`src/rtl/vid_pkg.sv`:
```
// Shared types and bus encodings for the video pixel-fetch path.
package vid_pkg;

    typedef enum logic [2:0] {
        IDLE = 3'd0,
        FILL = 3'd1,
        REQ  = 3'd2,
        ADDR = 3'd3,
        DATA = 3'd4,
        LINE = 3'd5
    } fetch_state_t;

    localparam logic [2:0] CMD_IDLE  = 3'b000;
    localparam logic [2:0] CMD_READ  = 3'b010;
    localparam logic [2:0] CMD_RDATA = 3'b011;
    localparam logic [1:0] LEN_4     = 2'b01;
    localparam logic [3:0] TAR_MEM   = 4'b0000;

    // Line width rounded down to whole bursts of four pixels.
    function automatic logic [12:0] eff_hsize(input logic [12:0] h);
        return h & 13'h1FFC;
    endfunction

endpackage

```
`src/rtl/vid_fetch_addr_gen.sv`:
```
// Frame-buffer walker: current burst address, line start address and
// pixel/line counters, plus end-of-line / end-of-frame flags for the FSM.
module vid_fetch_addr_gen
    import vid_pkg::*;
#(
    parameter int BURST_LEN = 4
) (
    input  logic        clk,
    input  logic        reset,
    input  logic        start,
    input  logic        beat,
    input  logic        burst_done,
    input  logic        line_step,
    input  logic [31:0] base_address,
    input  logic [31:0] lineinc,
    input  logic [12:0] hsize_eff,
    input  logic [12:0] vsize,
    output logic [31:0] pix_addr,
    output logic        line_end,
    output logic        frame_end
);

    logic [31:0] pix_addr_r;
    logic [31:0] line_addr_r;
    logic [12:0] pix_cnt_r;
    logic [12:0] line_cnt_r;

    // Address and counter update; beats and line steps never coincide.
    always_ff @(posedge clk or posedge reset) begin
        if (reset) begin
            pix_addr_r  <= 32'h0;
            line_addr_r <= 32'h0;
            pix_cnt_r   <= 13'd0;
            line_cnt_r  <= 13'd0;
        end else if (start) begin
            pix_addr_r  <= base_address;
            line_addr_r <= base_address;
            pix_cnt_r   <= 13'd0;
            line_cnt_r  <= 13'd0;
        end else if (line_step) begin
            line_addr_r <= line_addr_r + lineinc;
            pix_addr_r  <= line_addr_r + lineinc;
            pix_cnt_r   <= 13'd0;
            line_cnt_r  <= line_cnt_r + 13'd1;
        end else begin
            if (beat) begin
                pix_addr_r <= pix_addr_r + 32'd4;
            end else begin
                pix_addr_r <= pix_addr_r;
            end
            if (burst_done) begin
                pix_cnt_r <= pix_cnt_r + 13'(BURST_LEN);
            end else begin
                pix_cnt_r <= pix_cnt_r;
            end
        end
    end

    // The flags look ahead: true while the burst/line that is finishing is the last one.
    assign pix_addr  = pix_addr_r;
    assign line_end  = ({1'b0, pix_cnt_r} + 14'(BURST_LEN)) == {1'b0, hsize_eff};
    assign frame_end = ({1'b0, line_cnt_r} + 14'd1) == {1'b0, vsize};

endmodule

```
`src/rtl/vid_fetch_ctrl.sv`:
```
// Pixel-fetch scheduler: requests 4-beat read bursts when the colour FIFOs
// have room and forwards returned RGB beats into them, line by line.
module vid_fetch_ctrl
    import vid_pkg::*;
#(
    parameter int         FIFO_DEPTH = 16,
    parameter int         BURST_LEN  = 4,
    parameter logic [1:0] REQ_PRI    = 2'b01
) (
    input  logic        clk,
    input  logic        reset,
    input  logic        en,
    input  logic        frame_start,
    input  logic [31:0] base_address,
    input  logic [31:0] lineinc,
    input  logic [12:0] hsize,
    input  logic [12:0] vsize,
    input  logic [4:0]  fifo_level,
    input  logic        selin,
    input  logic [2:0]  cmdin,
    input  logic [31:0] addrdatain,
    input  logic        ackin,
    output logic [1:0]  reqout,
    output logic [2:0]  cmdout,
    output logic [1:0]  lenout,
    output logic [3:0]  reqtar,
    output logic [31:0] addrdataout,
    output logic        fifo_wr,
    output logic [23:0] fifo_wdata,
    output logic        frame_done,
    output logic        busy
);

    localparam logic [4:0] REQ_THRESH = 5'(FIFO_DEPTH - BURST_LEN);
    localparam int         BCW        = $clog2(BURST_LEN);
    localparam logic [BCW-1:0] BEAT_LAST = BCW'(BURST_LEN - 1);

    fetch_state_t   state_r;
    fetch_state_t   state_nx;
    logic [BCW-1:0] beat_cnt_r;
    logic           start_s;
    logic           beat_s;
    logic           burst_done_s;
    logic           line_step_s;
    logic           frame_done_nx_s;
    logic           rdata_s;
    logic [12:0]    hsize_eff_s;
    logic [31:0]    pix_addr_s;
    logic           line_end_s;
    logic           frame_end_s;
    logic           unused_hi_s;

    logic [1:0]  reqout_r;
    logic [2:0]  cmdout_r;
    logic [1:0]  lenout_r;
    logic [3:0]  reqtar_r;
    logic [31:0] addrdataout_r;
    logic        fifo_wr_r;
    logic [23:0] fifo_wdata_r;
    logic        frame_done_r;
    logic        busy_r;

    assign hsize_eff_s = eff_hsize(hsize);
    assign rdata_s     = selin && (cmdin == CMD_RDATA);
    assign unused_hi_s = ^addrdatain[31:24];

    vid_fetch_addr_gen #(
        .BURST_LEN (BURST_LEN)
    ) u_addr_gen (
        .clk          (clk),
        .reset        (reset),
        .start        (start_s),
        .beat         (beat_s),
        .burst_done   (burst_done_s),
        .line_step    (line_step_s),
        .base_address (base_address),
        .lineinc      (lineinc),
        .hsize_eff    (hsize_eff_s),
        .vsize        (vsize),
        .pix_addr     (pix_addr_s),
        .line_end     (line_end_s),
        .frame_end    (frame_end_s)
    );

    // Next-state decode and per-cycle strobes for the address generator.
    always_comb begin
        state_nx        = state_r;
        start_s         = 1'b0;
        beat_s          = 1'b0;
        burst_done_s    = 1'b0;
        line_step_s     = 1'b0;
        frame_done_nx_s = 1'b0;
        case (state_r)
            IDLE: begin
                if (en && frame_start && (hsize_eff_s != 13'd0) && (vsize != 13'd0)) begin
                    start_s  = 1'b1;
                    state_nx = FILL;
                end else begin
                    state_nx = IDLE;
                end
            end
            FILL: begin
                if (!en) begin
                    state_nx = IDLE;
                end else if (fifo_level <= REQ_THRESH) begin
                    state_nx = REQ;
                end else begin
                    state_nx = FILL;
                end
            end
            REQ: begin
                if (ackin) begin
                    state_nx = ADDR;
                end else begin
                    state_nx = REQ;
                end
            end
            ADDR: begin
                state_nx = DATA;
            end
            DATA: begin
                // No timeout: the burst is owned until every beat has arrived.
                if (rdata_s) begin
                    beat_s = 1'b1;
                    if (beat_cnt_r == BEAT_LAST) begin
                        burst_done_s = 1'b1;
                        state_nx     = line_end_s ? LINE : FILL;
                    end else begin
                        state_nx = DATA;
                    end
                end else begin
                    state_nx = DATA;
                end
            end
            LINE: begin
                line_step_s = 1'b1;
                if (frame_end_s) begin
                    frame_done_nx_s = 1'b1;
                    state_nx        = IDLE;
                end else begin
                    state_nx = FILL;
                end
            end
            default: begin
                state_nx = IDLE;
            end
        endcase
    end

    // State register and beat counter within the current burst.
    always_ff @(posedge clk or posedge reset) begin
        if (reset) begin
            state_r    <= IDLE;
            beat_cnt_r <= '0;
        end else begin
            state_r <= state_nx;
            if (start_s) begin
                beat_cnt_r <= '0;
            end else if (beat_s) begin
                beat_cnt_r <= beat_cnt_r + BCW'(1);
            end else begin
                beat_cnt_r <= beat_cnt_r;
            end
        end
    end

    // Registered outputs, decoded from the state being entered.
    always_ff @(posedge clk or posedge reset) begin
        if (reset) begin
            reqout_r      <= 2'b00;
            cmdout_r      <= CMD_IDLE;
            lenout_r      <= 2'b00;
            reqtar_r      <= 4'b0000;
            addrdataout_r <= 32'h0;
            fifo_wr_r     <= 1'b0;
            fifo_wdata_r  <= 24'h0;
            frame_done_r  <= 1'b0;
            busy_r        <= 1'b0;
        end else begin
            reqout_r      <= (state_nx == REQ)  ? REQ_PRI    : 2'b00;
            cmdout_r      <= (state_nx == ADDR) ? CMD_READ   : CMD_IDLE;
            lenout_r      <= (state_nx == ADDR) ? LEN_4      : 2'b00;
            reqtar_r      <= TAR_MEM;
            addrdataout_r <= (state_nx == ADDR) ? pix_addr_s : 32'h0;
            fifo_wr_r     <= beat_s;
            fifo_wdata_r  <= beat_s ? addrdatain[23:0] : fifo_wdata_r;
            frame_done_r  <= frame_done_nx_s;
            busy_r        <= (state_nx != IDLE);
        end
    end

    assign reqout      = reqout_r;
    assign cmdout      = cmdout_r;
    assign lenout      = lenout_r;
    assign reqtar      = reqtar_r;
    assign addrdataout = addrdataout_r;
    assign fifo_wr     = fifo_wr_r;
    assign fifo_wdata  = fifo_wdata_r;
    assign frame_done  = frame_done_r;
    assign busy        = busy_r;

endmodule
```
`config.mk`:
```
export PLATFORM = sky130hd
export DESIGN_NAME = vid_fetch_ctrl
export DESIGN_NICKNAME = d
export VERILOG_FILES = /design/src/rtl/vid_pkg.sv /design/src/rtl/vid_fetch_addr_gen.sv /design/src/rtl/vid_fetch_ctrl.sv
export SDC_FILE = /design/constraint.sdc
export NUM_CORES = 1
export LEC_CHECK = 0
export CAP_MARGIN = 10
export CORE_ASPECT_RATIO = 1.75
export CORE_UTILIZATION = 35
export CTS_BUF_LIST = sky130_fd_sc_hd__clkbuf_16
export CTS_CLUSTER_DIAMETER = 50
export DETAILED_ROUTE_END_ITERATION = 16
export DONT_BUFFER_PORTS = 1
export PLACE_DENSITY_LB_ADDON = 0.05
export SLEW_MARGIN = 10
export SYNTH_ARGS = -nofsm -noshare
export SYNTH_HDL_FRONTEND = slang
export SYNTH_SLANG_ARGS = --single-unit
```
`constraint.sdc`:
```
create_clock -name clk -period 6.72 [get_ports clk]
set_input_delay 0 -clock clk [delete_from_list [all_inputs] [get_ports clk]]
set_output_delay 0 -clock clk [all_outputs]
set_load 0.02 [all_outputs]
```
==> results.py, run 1 <==
metrics = {
    "global_route": {
        "grt_max_degree": 98,
        "grt_use_met1_pct": 22.9,
        "antenna_found_initial": 0,
        "gr-max-usage-layer": "met2",
        "gr-total-overflow": 0,
        "grt_util_met3_pct": 3.43,
        "grt_first_pass_wirelength_mm": 46.6,
        "grt_util_met2_pct": 45.1,
        "grt_pass1_vias": 8210,
        "grt_usage_pct": 22.6,
    },
    "sta": {
        "rsz0062_at_grt": "no",
        "finalWorstSetupSlack_ns": 3.63,
        "period_minus_slack_ns": 3.09,
        "clock_skew_ns": 0.0108,
        "max_clock_freq_ghz": 0.324,
        "fin_tns_setup_ns": 0,
        "worstMarginPinSlew_ns": 0.973,
        "setup_viol": 0,
        "slew-limit-headroom_pct": 35.1,
        "hold_violations": 0,
        "slew_violations": 0,
        "fin_crit_sh_pct": 45.9,
    },
    "drt": {
        "ant_nets": 0,
        "routedWlPerCell_um": 20.9,
        "drt-pass1-iter-count": 4,
        "drt_wl_total_mm": 29.7,
        "drc": 0,
        "dr_total_vias": 7838,
        "first_iter_violations": 341,
        "detail_route.vias_per_cell": 5.52,
    },
    "synthesis": {
        "synth_common_cells": "185 x nand2_1, 154 x dfrtp_1, 71 x o21ai_0",
        "syn_area_per_cell_sq_um": 8.77,
        "synthDominantCellAreaShare_pct": 41.9,
        "synth_edf_count": 0,
        "async_reset_ff_share_pct": 100,
        "synth-main-ff-cell": "dfrtp_1",
        "yosys.area.top_type": "dfrtp_1",
        "synth_area_sq_mm": 0.00919,
        "netlist_instances": 1048,
        "synth.distinct_cells": 72,
        "ys_seq_area_share_pct": 41.9,
        "ys_ff_latch": 154,
        "synthTopCellsByArea": "dfrtp_1 42%, nand2_1 7.6%, ha_1 4.8%",
        "yosysWarnings": 0,
        "synth_most_common_cell": "nand2_1",
    },
    "cells_and_area": {
        "finalNetCount": 1260,
        "antenna_cells": 0,
        "syn_to_final_growth_pct": 15.4,
        "n_fill_cell": 2653,
        "drive_gt1_share_pct": 5.45,
    },
    "pwr": {
        "ir_drop_mv": 0.197,
        "p_seq_share_pct": 37.2,
        "switching_share_pct": 43.1,
        "comb_power_share_pct": 39.8,
        "intPower_mw": 2.33,
        "p_per_area_mw_per_mm2": 386,
        "p_switching_mw": 1.77,
        "pwr-share-clk_pct": 23.0,
        "p_leak_nw": 4.86,
    },
    "worst_setup_path": {
        "cp_max_fo": 5,
        "critPathLaunchType": "register",
        "path_class": "register to register",
        "cp-end-kind": "register",
        "slowest_delay_ns": 0.63,
        "crit_arrival_ns": 3.47,
        "required_ns": 7.10,
        "crit_buf_inv": 0,
        "worstPathCellList": "ha_1 -> nand2_1 -> o31ai_2 -> o2111ai_1 -> a21oi_2 -> a31o_2 -> a21oi_1 -> a311oi_1 -> a221o_1",
        "cpLargestDelayFamily": "compound AO/OA/AOI/OAI gates",
        "slowest_stage": "a311oi_1",
    },
    "status": {
        "status": "finished, final reports clean",
    },
    "flow_run": {
        "cap_violations": 0,
    },
    "place": {
        "place_hpwl_mm": 21.6,
        "port_buffers": 0,
        "gp_congestion": 0.841,
        "post-place-ws_ns": 3.65,
    },
    "floorplanning": {
        "core_area_sq_mm": 0.0259,
        "ios": 206,
        "die-area_sq_mm": 0.0269,
        "die_h_um": 216,
        "fp.dieW_um": 125,
        "start_util_pct": 35.5,
        "num_rows": 78,
    },
    "cts": {
        "cts_tree": "yes",
        "clock_latency_ns": 0.45,
        "cts_buffers": 17,
        "cts-root-buf": "clkbuf_16",
        "clk_pin_slew_worst_paths_ns": 0.07,
        "cts.path.max_buffers": 2,
        "htreeDepth": 4,
        "post-cts-setup-buffer-count": 0,
        "cts_sinks": 154,
    },
    "worst_hold_path": {
        "hold_path_class": "input pin to register",
    },
}
[flip-flops by register name, indices dropped and copies added (netlist names)]
name,count
fifo_wdata,24
addrdataout,32
u_addr_gen.line_addr_r,32
state_r,3
beat_cnt_r,2
u_addr_gen.pix_cnt_r,11
fifo_wr,1
frame_done,1
reqout,1
u_addr_gen.line_cnt_r,13
busy,1
cmdout,1
u_addr_gen.pix_addr,32
[tightest hold or removal path, delay by kind of cell]
family	cells	cell delay (ns)
mux	1	0.12
simple gates	2	0.24
xor+xnor	1	0.05
[cells by family after synthesis]
| logic type | share of synthesized area (%) |
|---|---|
| flip-flops | 41.9 |
| adder cells (fa/ha/maj) | 4.98 |
| XOR/XNOR | 6.67 |
| AND/OR/NAND/NOR | 22.4 |
| other | 0.0408 |
| multiplexers | 0.885 |
| AO/OA/AOI/OAI | 19.5 |
| buffers and inverters | 3.58 |
[cells in the final DEF (no fill, tap or decap), types with 6 or more instances in the layout]
cell and count:
nand2_1 185, dfrtp_1 154, o21ai_0 71, nor2_1 68, dlygate4sd3_1 62, a21oi_1 57, xnor2_1 43, nand3_1 42
and2_1 42, ha_1 35, xor2_1 27, a21o_1 24, a22oi_1 19, and3_1 18, clkbuf_16 17, a31oi_1 16
inv_1 15, nand4_1 14, nor3_1 13, nor4_1 9, nand2b_1 9, o21a_1 9, or3_1 8, o31ai_1 8
conb_1 8, buf_4 8, nor2b_1 7, mux2i_1 7, o211ai_1 6, a221o_1 6
[what timing repair did]
action                                  CTS  global route
hold buffers                             60             2
hold endpoints to repair                180             2
endpoints found under the setup margin    0             0
gates resized for setup                   0             0
[layer usage]
metal | wire (um) | share of wire (%)
met3 | 980 | 3.3
met4 | 826 | 2.8
met2 | 17200 | 58
met5 | 0 | 0
met1 | 10600 | 36
[power groups by stage]
stage	clock network, mW	logic (mW)	registers (mW)
2_1_floorplan	0	1.24	1.43
3_3_place_gp	0	1.60	1.55
3_5_place_dp	0	1.60	1.55
4_1_cts	0.973	1.66	1.53
5_1_grt	1.00	1.83	1.56
6_report	0.941	1.63	1.52
[layout make-up]
class                           count  area [sq um]  area share [%]
Tap cell                          320           400            3.77
Sequential cell                   154          3850            36.3
Inverter                           16          65.1           0.613
Timing Repair Buffer               70           681            6.42
Clock buffer                       17           425            4.01
Multi-Input combinational cell    829          5050            47.6
Clock inverter                     15           136            1.29
[per-stage QoR]
step | hold WS (ns) | instances | utilization (%) | total power, mW | area, sq um
2_1_floorplan | 0.105 | 1055 | - | 2.68 | 9220
3_3_place_gp | 0.108 | 1327 | 36.4 | 3.15 | 9430
3_5_place_dp | 0.110 | 1327 | 36.4 | 3.15 | 9430
4_1_cts | 0.00162 | 1419 | 40.9 | 4.16 | 10600
5_1_grt | 0.0196 | 1421 | 41.0 | 4.40 | 10600
6_report | 0.00985 | 1421 | 41.0 | 4.10 | 10600
[final timing paths]
kind	start	to	slack [ns]	cells past startpoint
worst max-delay path	u_addr_gen.line_addr_r[3]	u_addr_gen.line_addr_r[31]	3.63	9
worst min-delay path	vsize[8]	frame_done	0.01	4
worst max register to register	u_addr_gen.line_addr_r[3]	u_addr_gen.line_addr_r[31]	3.63	9
worst min register to register	u_addr_gen.pix_addr[0]	u_addr_gen.pix_addr[0]	0.47	2
max in group asynchronous	reset	u_addr_gen.line_cnt_r[11]	5.11	3
min in group asynchronous	reset	fifo_wdata[1]	0.24	2
(Power assumes the default switching activity.)
==> run 2, diff against run 1 <==
==> constraint.sdc (replaced) <==
create_clock -name clk -period 2.9 [get_ports clk]
set_input_delay 0 -clock clk [delete_from_list [all_inputs] [get_ports clk]]
set_output_delay 0 -clock clk [all_outputs]
set_load 0.02 [all_outputs]
==> run 2 against run 1 <==
Non-clock buffer count grew 56. Highest routed layer unchanged. First-iteration DRC count grew 11%. Flip-flop and latch count is the same. Critical path type unchanged. Critical endpoint is now u_addr_gen.pix_addr[21].
==> results.py, run 2 (synthesis results as in run 1) <==
metrics = {
    "place": {
        "port_buffers": 0,
        "gp_congestion": 0.831,
        "place_hpwl_mm": 23.0,
    },
    "sta": {
        "whs_ns": 0.0212,
        "period_minus_slack_ns": 2.75,
        "clock_skew_ns": 0.00409,
        "hold_violations": 0,
        "rsz0062_at_grt": "no",
        "max_clock_freq_ghz": 0.364,
        "fin_crit_sh_pct": 94.8,
        "worstMarginPinSlew_ns": 0.923,
        "setup_viol": 0,
        "slew_violations": 0,
        "slew-limit-headroom_pct": 38.3,
    },
    "pwr": {
        "p_leak_nw": 5.19,
        "p_per_area_mw_per_mm2": 909,
        "ir_drop_mv": 0.484,
        "power.total_mw": 10.2,
    },
    "drt": {
        "drc": 0,
        "detail_route.vias_per_cell": 5.43,
        "first_iter_violations": 377,
        "dr_total_vias": 8027,
        "ant_nets": 0,
        "drt_wl_total_mm": 30.6,
        "routedWlPerCell_um": 20.7,
        "drt-pass1-iter-count": 4,
    },
    "global_route": {
        "grt_usage_pct": 23.4,
        "grt_max_degree": 44,
        "gr-total-overflow": 0,
        "grt_util_met3_pct": 4.86,
        "grt_use_met1_pct": 24.9,
        "antenna_found_initial": 0,
        "grt_first_pass_wirelength_mm": 48.2,
        "grt_util_met2_pct": 44.6,
        "gr-max-usage-layer": "met2",
        "grt_pass1_vias": 8407,
    },
    "cts": {
        "clock_latency_ns": 0.45,
        "cts.path.max_buffers": 2,
        "clk_pin_slew_worst_paths_ns": 0.06,
        "cts_tree": "yes",
        "cts-root-buf": "clkbuf_16",
        "cts_sinks": 154,
        "cts_buffers": 17,
        "htreeDepth": 4,
    },
    "cells_and_area": {
        "antenna_cells": 0,
        "finalNetCount": 1316,
        "drive_gt1_share_pct": 10.3,
        "final_cell_mix": "185 x nand2_1, 154 x dfrtp_1, 69 x o21ai_0",
        "syn_to_final_growth_pct": 21.9,
        "final_common_cell": "nand2_1",
    },
    "worst_setup_path": {
        "required_ns": 3.22,
        "cp_max_fo": 4,
        "path_class": "register to register",
        "crit_arrival_ns": 3.07,
        "critPathLaunchType": "register",
        "cp-end-kind": "register",
    },
    "floorplanning": {
        "die-area_sq_mm": 0.0269,
        "fp.dieW_um": 125,
        "start_util_pct": 35.5,
        "core_area_sq_mm": 0.0259,
        "num_rows": 78,
        "ios": 206,
        "die_h_um": 216,
    },
    "flow_run": {
        "cap_violations": 0,
    },
    "worst_hold_path": {
        "hold_path_class": "input pin to register",
    },
    "status": {
        "status": "finished, final reports clean",
    },
}
## run 2: changes by cell type in the layout (fill, tap and decap cells not counted), moves of 2 or more
cell | previous run | this run
buf_4 | 8 | 56
buf_12 | 0 | 3
dlygate4sd3_1 | 62 | 67
a21oi_2 | 3 | 5
o21ai_0 | 71 | 69
a21oi_1 | 57 | 55
bufinv_16 | 0 | 5
inv_8 | 5 | 1
## run 2: per-layer routing
layer  part of all wire [%]  up-vias
li1                       -     3892
met1                     38     3917
met2                     56      173
met3                    3.4       45
met4                    2.7        0
met5                      0        -
## run 2: final timing paths
path | from | to | slack [ns] | cells past startpoint
max | u_addr_gen.line_addr_r[0] | u_addr_gen.pix_addr[21] | 0.15 | 11
min | lineinc[28] | u_addr_gen.line_addr_r[28] | 0.02 | 3
max reg2reg | u_addr_gen.line_addr_r[0] | u_addr_gen.pix_addr[21] | 0.15 | 11
min reg2reg | u_addr_gen.pix_addr[0] | u_addr_gen.pix_addr[0] | 0.47 | 2
max in group asynchronous | reset | u_addr_gen.line_addr_r[7] | 1.84 | 3
min in group asynchronous | reset | fifo_wr | 0.22 | 2
## run 2: critical path, cell delays in order, from the launching register on
cell       delay [ns]
dfrtp_1          0.41
ha_4             0.18
buf_4            0.13
a211oi_1         0.29
o31ai_2          0.14
o2111ai_1        0.19
buf_4            0.18
a21oi_2          0.09
a31oi_2          0.29
mux2i_1          0.21
a2111oi_1        0.42
nor3_1           0.08
## run 2: power by group
group | internal, mW | switching [mW] | leakage [nW] | total (mW)
sequential | 2.74 | 0.753 | 2.06 | 3.49
combinational | 1.82 | 2.36 | 2.81 | 4.18
clock | 1.53 | 0.992 | 0.320 | 2.52
## run 2: cell type report
type / instances / area (sq um)
flip-flops and latches: 154 / 3850
clock buffers: 17 / 425
clock inverters: 15 / 221
multi-input cells: 829 / 5090
inverters: 16 / 63.8
well taps: 320 / 400
fillers: 2617 / 14700
repair buffers: 126 / 1150
## run 2: timing repair
item                                    CTS  global route
endpoints found under the setup margin    5            16
gates resized for setup                   2            11
buffers inserted                          0             2
pin swaps                                 0            11
hold buffers                             67             0
endpoints found under the hold margin   126             0
## run 2: metrics by stage
stage               setup WS (ns)  instances  TNS, ns  cell area (sq um)  utilization, %
floorplan                   0.312       1055        0               9220               -
global placement          -0.0727       1377   -0.145               9840            38.0
detailed placement        -0.0816       1377   -0.180               9840            38.0
CTS                       0.00864       1476        0              11200            43.2
global route              0.00182       1477        0              11200            43.3
finish                      0.150       1477        0              11200            43.3
==> run 3, diff against run 2 <==
--- a/config.mk
+++ b/config.mk
@@ -12,7 +12,6 @@
 export CTS_CLUSTER_DIAMETER = 50
 export DETAILED_ROUTE_END_ITERATION = 16
 export DONT_BUFFER_PORTS = 1
-export PLACE_DENSITY_LB_ADDON = 0.05
 export SLEW_MARGIN = 10
 export SYNTH_ARGS = -nofsm -noshare
 export SYNTH_HDL_FRONTEND = slang
==> run 3 against run 2 <==
Setup slack lost 0.034 ns. Wire length shrank 3.8%. Maximum frequency shrank 1.2%. Flip-flop and latch count is the same. Via count grew 1.3%. Count of clock-buffer cells in the layout is the same. Non-clock buffer count shrank 25. Sequential share of layout area grew 0.98 points. Critical path depth shrank 2. Cell count shrank 1.6%. Global-route usage shrank 1.4 points. Largest power group unchanged. Highest routed layer unchanged.
==> results.py, run 3 (synthesis results as in run 1) <==
metrics = {
    "worst_setup_path": {
        "cp-end-kind": "register",
        "reg2reg_depth": 9,
        "cp_max_fo": 5,
        "slowest_stage": "dfrtp_1",
        "rrSetupSlack_ns": 0.12,
        "slowest_delay_ns": 0.42,
        "worstPathCellList": "ha_1 -> a211oi_1 -> o31ai_2 -> o2111ai_1 -> a21oi_2 -> a31o_2 -> a311oi_2 -> xor2_1 -> o22ai_1",
        "critPathLaunchType": "register",
        "crit_arrival_ns": 3.09,
        "required_ns": 3.21,
        "reg2reg_to": "u_addr_gen.pix_addr[27]",
        "r2r_start": "u_addr_gen.line_addr_r[1]",
        "path_class": "register to register",
    },
    "sta": {
        "whs_ns": 0.0179,
        "hold_violations": 0,
        "slew-limit-headroom_pct": 49.9,
        "fin_tns_setup_ns": 0,
        "setup_viol": 0,
        "rsz0062_at_grt": "no",
        "max_clock_freq_ghz": 0.359,
        "slew_violations": 0,
        "worstMarginPinSlew_ns": 0.750,
        "fin_crit_sh_pct": 96.0,
        "clock_skew_ns": 0.00945,
        "period_minus_slack_ns": 2.78,
    },
    "floorplanning": {
        "core_area_sq_mm": 0.0259,
        "fp.dieW_um": 125,
        "num_rows": 78,
        "die_h_um": 216,
        "start_util_pct": 35.5,
        "die-area_sq_mm": 0.0269,
        "ios": 206,
    },
    "place": {
        "dp_cells": 1355,
        "gp_congestion": 0.917,
        "port_buffers": 0,
        "place_hpwl_mm": 22.1,
        "placed_cell_area_sq_mm": 0.00966,
    },
    "pwr": {
        "intPower_mw": 5.65,
        "switching_share_pct": 41.6,
        "power.total_mw": 9.68,
        "p_switching_mw": 4.03,
        "comb_power_share_pct": 40.5,
        "ir_drop_mv": 0.501,
        "p_leak_nw": 5.02,
        "p_per_area_mw_per_mm2": 888,
        "pwr-share-clk_pct": 23.0,
        "p_seq_share_pct": 36.5,
    },
    "worst_hold_path": {
        "holdPathStages": 4,
        "min_from": "hsize[10]",
        "hold_path_class": "input pin to register",
        "min_to": "state_r[2]",
    },
    "cells_and_area": {
        "drive_gt1_share_pct": 8.04,
        "finalNetCount": 1291,
        "stdcell_area_sq_mm": 0.0109,
        "final_cell_mix": "185 x nand2_1, 154 x dfrtp_1, 71 x o21ai_0",
        "final_common_cell": "nand2_1",
        "final_cells": 1453,
        "syn_to_final_growth_pct": 18.5,
        "n_fill_cell": 2544,
    },
    "drt": {
        "drt_wl_total_mm": 29.5,
        "dr_total_vias": 8128,
        "top_layer_used": "met4",
        "wl_met1_mm": 10.3,
        "met2_length_mm": 16.0,
        "drc": 0,
        "first_iter_violations": 463,
        "drt-pass1-iter-count": 5,
        "dr_wl_met3_mm": 1.04,
        "detail_route.vias_per_cell": 5.59,
        "ant_nets": 0,
        "routedWlPerCell_um": 20.3,
    },
    "cts": {
        "cts.path.max_buffers": 2,
        "cts_tree": "yes",
        "clock_latency_ns": 0.45,
        "clk_pin_slew_worst_paths_ns": 0.06,
        "cts-root-buf": "clkbuf_16",
        "htreeDepth": 4,
        "cts_sinks": 154,
        "post-cts-setup-buffer-count": 0,
        "cts_buffers": 17,
    },
    "global_route": {
        "grt_pass1_vias": 8305,
        "grt_usage_pct": 22.0,
        "gr-total-overflow": 0,
        "grt_max_degree": 52,
        "antenna_found_initial": 1,
        "grt_first_pass_wirelength_mm": 45.3,
    },
    "status": {
        "status": "finished, final reports clean",
    },
    "flow_run": {
        "cap_violations": 0,
    },
}
==> run 3: metrics by stage <==
stage / util (%) / setup WS [ns]
after floorplan: - / 0.312
after global placement: 37.3 / 0.111
after detailed placement: 37.3 / 0.0742
after CTS: 42.1 / 0.0458
after global routing: 42.1 / 0.0223
final: 42.1 / 0.116
==> run 3: final cells by class <==
cell class	count	area (sq um)	area share, %
Antenna cell	1	2.50	0.0230
Clock buffer	17	425	3.90
Clock inverter	15	150	1.38
Inverter	16	63.8	0.586
Multi-Input combinational cell	829	5060	46.4
Sequential cell	154	3850	35.4
Tap cell	320	400	3.67
Timing Repair Buffer	101	946	8.68
==> run 3: metal layers <==
metal | GRT usage, % | up-vias
li1 | - | 3840
met1 | 21.3 | 3951
met2 | 41.0 | 249
met3 | 3.75 | 88
met4 | 16.7 | 0
met5 | 0 | -
==> run 3: power groups by stage <==
stage / Sequential (mW) / Combinational [mW] / Clock [mW]
3_3_place_gp: 3.55 / 3.74 / 0
6_report: 3.53 / 3.92 / 2.22
4_1_cts: 3.52 / 3.90 / 2.28
2_1_floorplan: 3.32 / 2.88 / 0
5_1_grt: 3.59 / 4.35 / 2.36
3_5_place_dp: 3.56 / 3.79 / 0
==> run 3: worst max path at each step <==
stage / startpoint / to / slack, ns / cells past startpoint
after floorplan: u_addr_gen.line_addr_r[0] / u_addr_gen.pix_addr[22] / 0.31 / 10
final: u_addr_gen.line_addr_r[1] / u_addr_gen.pix_addr[27] / 0.12 / 9
after CTS: u_addr_gen.line_addr_r[0] / u_addr_gen.pix_addr[22] / 0.05 / 10
after detailed placement: u_addr_gen.line_addr_r[0] / u_addr_gen.pix_addr[22] / 0.07 / 10
after global placement: u_addr_gen.line_addr_r[0] / u_addr_gen.pix_addr[22] / 0.11 / 10
after global routing: u_addr_gen.line_addr_r[3] / u_addr_gen.pix_addr[31] / 0.02 / 9
==> run 3: repair_timing <==
action | 4_1_cts | 5_1_grt
resized for setup | 0 | 3
endpoints found under the hold margin | 115 | 0
hold buffers | 65 | 0
setup endpoints to repair | 0 | 12
==> run 3: critical path, delay by kind of cell (launching register included) <==
kind                     cells  cell delay, ns
AO/OA/AOI/OAI                7            1.65
XOR/XNOR                     1            0.28
adder cells (fa/ha/maj)      1            0.31
flip-flops                   1            0.42
